[src/rtl/sync_barrier.sv]
// sync_barrier: two-core rendezvous barrier with a wrapping generation counter.
// Define SYNC_TIMEOUT_EN to release a lone waiting core after TIMEOUT_CYCLES.
module sync_barrier #(
    parameter int unsigned GEN_W          = 8,
    parameter int unsigned TIMEOUT_CYCLES = 1024
) (
    input  logic             clk,
    input  logic             rst,
    input  logic             req0,
    input  logic             req1,
    input  logic             halted0,
    input  logic             halted1,
    output logic             wait0,
    output logic             wait1,
    output logic             go0,
    output logic             go1,
    output logic [GEN_W-1:0] gen,
    output logic [2:0]       state,
    output logic             timeout
);

    typedef enum logic [2:0] {
        IDLE    = 3'd0,
        WAIT0   = 3'd1,
        WAIT1   = 3'd2,
        RELEASE = 3'd3,
        DRAIN   = 3'd4
    } state_t;

    state_t cur;
    state_t nxt;
    logic   arrived0;
    logic   arrived1;
    logic   nxt_arrived0;
    logic   nxt_arrived1;
    logic   nxt_wait;

`ifdef SYNC_TIMEOUT_EN
    localparam int unsigned CNT_W = $clog2(TIMEOUT_CYCLES + 1);

    logic             in_wait;
    logic [CNT_W-1:0] wait_cnt;
    logic             tmo_hit;
    logic             tmo_fire;

    assign in_wait = (cur == WAIT0) || (cur == WAIT1);
    assign tmo_hit = in_wait && (wait_cnt == CNT_W'(TIMEOUT_CYCLES - 1));
`endif

    assign state = cur;

    // Next-state and arrival bookkeeping; a halted core counts as present only if it never arrived.
    always_comb begin
        nxt          = cur;
        nxt_arrived0 = arrived0;
        nxt_arrived1 = arrived1;
`ifdef SYNC_TIMEOUT_EN
        tmo_fire     = 1'b0;
`endif
        case (cur)
            IDLE: begin
                nxt_arrived0 = req0;
                nxt_arrived1 = req1;
                if (req0 && req1)
                    nxt = RELEASE;
                else if (req0)
                    nxt = halted1 ? RELEASE : WAIT0;
                else if (req1)
                    nxt = halted0 ? RELEASE : WAIT1;
            end
            WAIT0: begin
                nxt_arrived1 = req1;
                if (req1 || halted1)
                    nxt = RELEASE;
            end
            WAIT1: begin
                nxt_arrived0 = req0;
                if (req0 || halted0)
                    nxt = RELEASE;
            end
            RELEASE: nxt = DRAIN;
            DRAIN: begin
                if (!req0 && !req1) begin
                    nxt          = IDLE;
                    nxt_arrived0 = 1'b0;
                    nxt_arrived1 = 1'b0;
                end
            end
            default: begin
                nxt          = IDLE;
                nxt_arrived0 = 1'b0;
                nxt_arrived1 = 1'b0;
            end
        endcase
`ifdef SYNC_TIMEOUT_EN
        if (tmo_hit && ((nxt == WAIT0) || (nxt == WAIT1))) begin
            nxt      = RELEASE;
            tmo_fire = 1'b1;
        end
`endif
    end

    assign nxt_wait = (nxt == WAIT0) || (nxt == WAIT1);

    // Outputs are decoded from the next state so they line up with the state register.
    always_ff @(posedge clk or posedge rst) begin
        if (rst) begin
            cur      <= IDLE;
            arrived0 <= 1'b0;
            arrived1 <= 1'b0;
            wait0    <= 1'b0;
            wait1    <= 1'b0;
            go0      <= 1'b0;
            go1      <= 1'b0;
            gen      <= '0;
        end else begin
            cur      <= nxt;
            arrived0 <= nxt_arrived0;
            arrived1 <= nxt_arrived1;
            wait0    <= nxt_wait && nxt_arrived0;
            wait1    <= nxt_wait && nxt_arrived1;
            go0      <= (nxt == RELEASE) && nxt_arrived0;
            go1      <= (nxt == RELEASE) && nxt_arrived1;
            if (nxt == RELEASE)
                gen <= gen + GEN_W'(1);
        end
    end

`ifdef SYNC_TIMEOUT_EN
    // Wait-cycle counter runs only while the FSM stays in a WAIT state.
    always_ff @(posedge clk or posedge rst) begin
        if (rst) begin
            wait_cnt <= '0;
            timeout  <= 1'b0;
        end else begin
            wait_cnt <= (in_wait && nxt_wait) ? wait_cnt + CNT_W'(1) : '0;
            if (tmo_fire)
                timeout <= 1'b1;
        end
    end
`else
    // TIMEOUT_CYCLES has no effect in this build; the flag is constant low.
    assign timeout = 1'b0 & (TIMEOUT_CYCLES == 0);
`endif

endmodule

[config.mk]
export PLATFORM = sky130hd
export DESIGN_NAME = sync_barrier
export DESIGN_NICKNAME = d
export VERILOG_FILES = /design/src/rtl/sync_barrier.sv
export SDC_FILE = /design/constraint.sdc
export NUM_CORES = 1
export LEC_CHECK = 0
export CELL_PAD_IN_SITES_DETAIL_PLACEMENT = 1
export CELL_PAD_IN_SITES_GLOBAL_PLACEMENT = 2
export CORE_MARGIN = 2
export CORE_UTILIZATION = 26
export DETAILED_ROUTE_END_ITERATION = 6
export GPL_TIMING_DRIVEN = 0
export HOLD_SLACK_MARGIN = 0.02
export PLACE_DENSITY = 0.84
export SYNTH_ARGS = -nofsm -noshare
export SYNTH_HDL_FRONTEND = slang
export SYNTH_SLANG_ARGS = --single-unit
[constraint.sdc]
create_clock -name clk -period 1.4 [get_ports clk]
set_input_delay 0.42 -clock clk [delete_from_list [all_inputs] [get_ports clk]]
set_output_delay 0.42 -clock clk [all_outputs]
set_load 0.05 [all_outputs]
==> flow_summary.toml <==
[run_status]
violations = "setup timing"
run_status = "finished, violations left"

[flow_run]
cap_violations = 0

[detailed_routing]
wl_met2_um = 959
drt_iter0_drc = 10
wl_um = 1980
m1WireLength_um = 862
dr.pass1.iters = 3
vias_per_cell = 4.82
wl_met3_um = 126
top_layer = "met4"
drc = 0
vias = 684
wl_per_cell_um = 13.9
antenna_left = 0

[floorplan]
core_mm2 = 0.00300
ios = 22
dieArea_mm2 = 0.00359
die_w_um = 59.9
die_y_um = 59.9
std_cell_rows = 20
initial_core_util_pct = 27.1

[worst_setup_path]
worstPathArrival_ns = 1.71
endpoint_kind = "flip-flop"
setup.worst_path.start_class = "flip-flop"
critPathMaxFanout = 8
required_ns = 1.60
setup.worst_path.class = "reg -> reg"

[synth]
netlist.top_cell.by_area = "dfrtp_1"
synthFlopType = "dfrtp_1"
synth_area_leaders = "dfrtp_1 52%, xnor2_1 6.5%, nor2_1 4.2%"
synth_cell_type_count = 28
synth_most_common_cell = "dfrtp_1"
yosys_warnings = 0
yosysTopAreaCellShare_pct = 52.3
synthTopCellsByCount = "17 x dfrtp_1, 9 x nor2_1, 6 x nand2_1, 6 x xnor2_1"
synth_seq_cells = 17
synth_edf_count = 0
syn_inst = 74
syn_avg_cell_area_um2 = 11.0
syn_area_um2 = 813
synth_seq_area_share_pct = 52.3
synth_nets = 81
async_flop_share_pct = 100

[cells_and_area]
area_growth_pct = 43.5
nets = 117
drive_gt1_share_pct = 41.3
diodes = 0
multiInputGateArea_um2 = 370
final_cell_area_mm2 = 0.00117
fill_cells = 359
final_cell_count_no_fill = 142
area.sequential_um2 = 429

[clock_network]
clk_latency_ns = 0.31
cts_max_level = 1
clk_pin_slew_worst_paths_ns = 0.10
cts_hold_repair.buffers = 0
clkSinkCount = 17
cts_max_path_buffers = 2
cts_root_buf = "clkbuf_4"
tritoncts = "built"
numCtsBuffers = 3

[global_routing]
grt_pass1_wl_um = 3300
grt_pass1_vias = 692
grtUsageTotal_pct = 12.7
grt_max_degree = 18
antenna_found_initial = 0
gr-total-overflow = 0

[sta]
hold_violations = 0
final-max-slew-violation-count = 0
min_period_ns = 1.51
slew_headroom_pct = 57.0
setup_tns_ns = -0.466
rsz0062_at_grt = "true"
fmax_ghz = 0.662
fin_crit_sh_pct = 108
finalSetupViolCount = 8
finalClockSkew_ns = 0.00325
worst_pin_slew_ns = 0.644
final.setup.worst_slack_ns = -0.112

[hold_path]
hold_class = "reg -> reg"

[placed_design]
place_ws_ns = -0.675
io_buffer_count = 20
dp.cells = 127
dp_hpwl_um = 1340
placed_area_mm2 = 0.00107
place_congestion = 0.704

[power]
p_total_mw = 3.13
ir_drop_uv = 996
p_leak_nw = 0.542
powerDensity_mw_per_mm2 = 2680
[worst paths after layout]
check                          from  endpoint  slack, ns  cells past startpoint
min reg2reg                  gen[7]    gen[7]       0.47                      1
max                        state[1]    gen[1]      -0.11                      4
min                          gen[7]    gen[7]       0.47                      1
max in group asynchronous       rst  state[1]       0.46                      2
min in group asynchronous       rst  arrived1       0.49                      2
max reg2reg                state[1]    gen[1]      -0.11                      4
[layout by cell type, fill, tap and decap left out, types with 2 or more instances in the layout]
cell,count
a31oi_1,2
buf_2,5
clkbuf_4,4
a21oi_1,4
inv_1,4
nand2_1,6
buf_6,7
dfrtp_1,14
buf_4,15
xnor2_1,6
nand2b_1,2
o21ai_0,2
dlygate4sd2_1,4
dfrtp_2,3
nor2_1,8
nand4_1,3
[logic make-up after synthesis]
family / Yosys count / share of synthesized area (%)
other: 1 / 0.461
xor gates and xnor gates: 7 / 7.54
DFF: 17 / 52.3
and+or+nand+nor: 24 / 14.3
muxes: 1 / 1.38
AOI/OAI and AO/OA: 16 / 16.6
adders and majority gates: 1 / 1.54
buffers and inverters: 7 / 5.85
[critical path, stage by stage, from the launching register on]
cell      delay [ns]
dfrtp_2         0.42
buf_6           0.14
a21o_4          0.24
a211oi_4        0.27
mux2_4          0.33
[where the power goes]
| part | leakage [nW] | switching [mW] | internal (mW) | total (mW) |
|---|---|---|---|---|
| clock network | 0.0177 | 0.169 | 0.107 | 0.276 |
| logic | 0.311 | 1.20 | 0.814 | 2.01 |
| registers | 0.214 | 0.156 | 0.692 | 0.848 |
[metrics by stage]
stage	hold WS, ns	utilization (%)
2_1_floorplan	0.346	-
3_3_place_gp	0.467	35.5
3_5_place_dp	0.465	35.5
4_1_cts	0.479	36.5
5_1_grt	0.517	38.9
6_report	0.475	38.9
[final cells by class]
cell class                 instances  area share, %
sequential                        17           36.8
multi-input combinational         50           31.7
timing repair buffer              31           21.4
tap                               33           3.54
buffer                             3           2.89
clock buffer                       3           1.93
inverter                           4           1.29
clock inverter                     1          0.429
[flip-flops by register name, indices dropped and copies added, names as in the netlist]
register and cells:
wait1 1, go1 1, wait0 1, arrived0 1, gen 8, arrived1 1
state 3, go0 1
[metal layers]
| metal | vias up | track usage [%] |
|---|---|---|
| met5 | - | 0 |
| met4 | 0 | 4.76 |
| met3 | 3 | 4.98 |
| met2 | 19 | 20.2 |
| met1 | 338 | 15.4 |
| li1 | 324 | - |
[timing repair]
action | CTS | global route
setup endpoints to repair | 27 | 20
pin swaps | 11 | 2
resized for setup | 90 | 13
setup buffers | 6 | 5
Note: power is estimated with default switching activity, not from simulation.
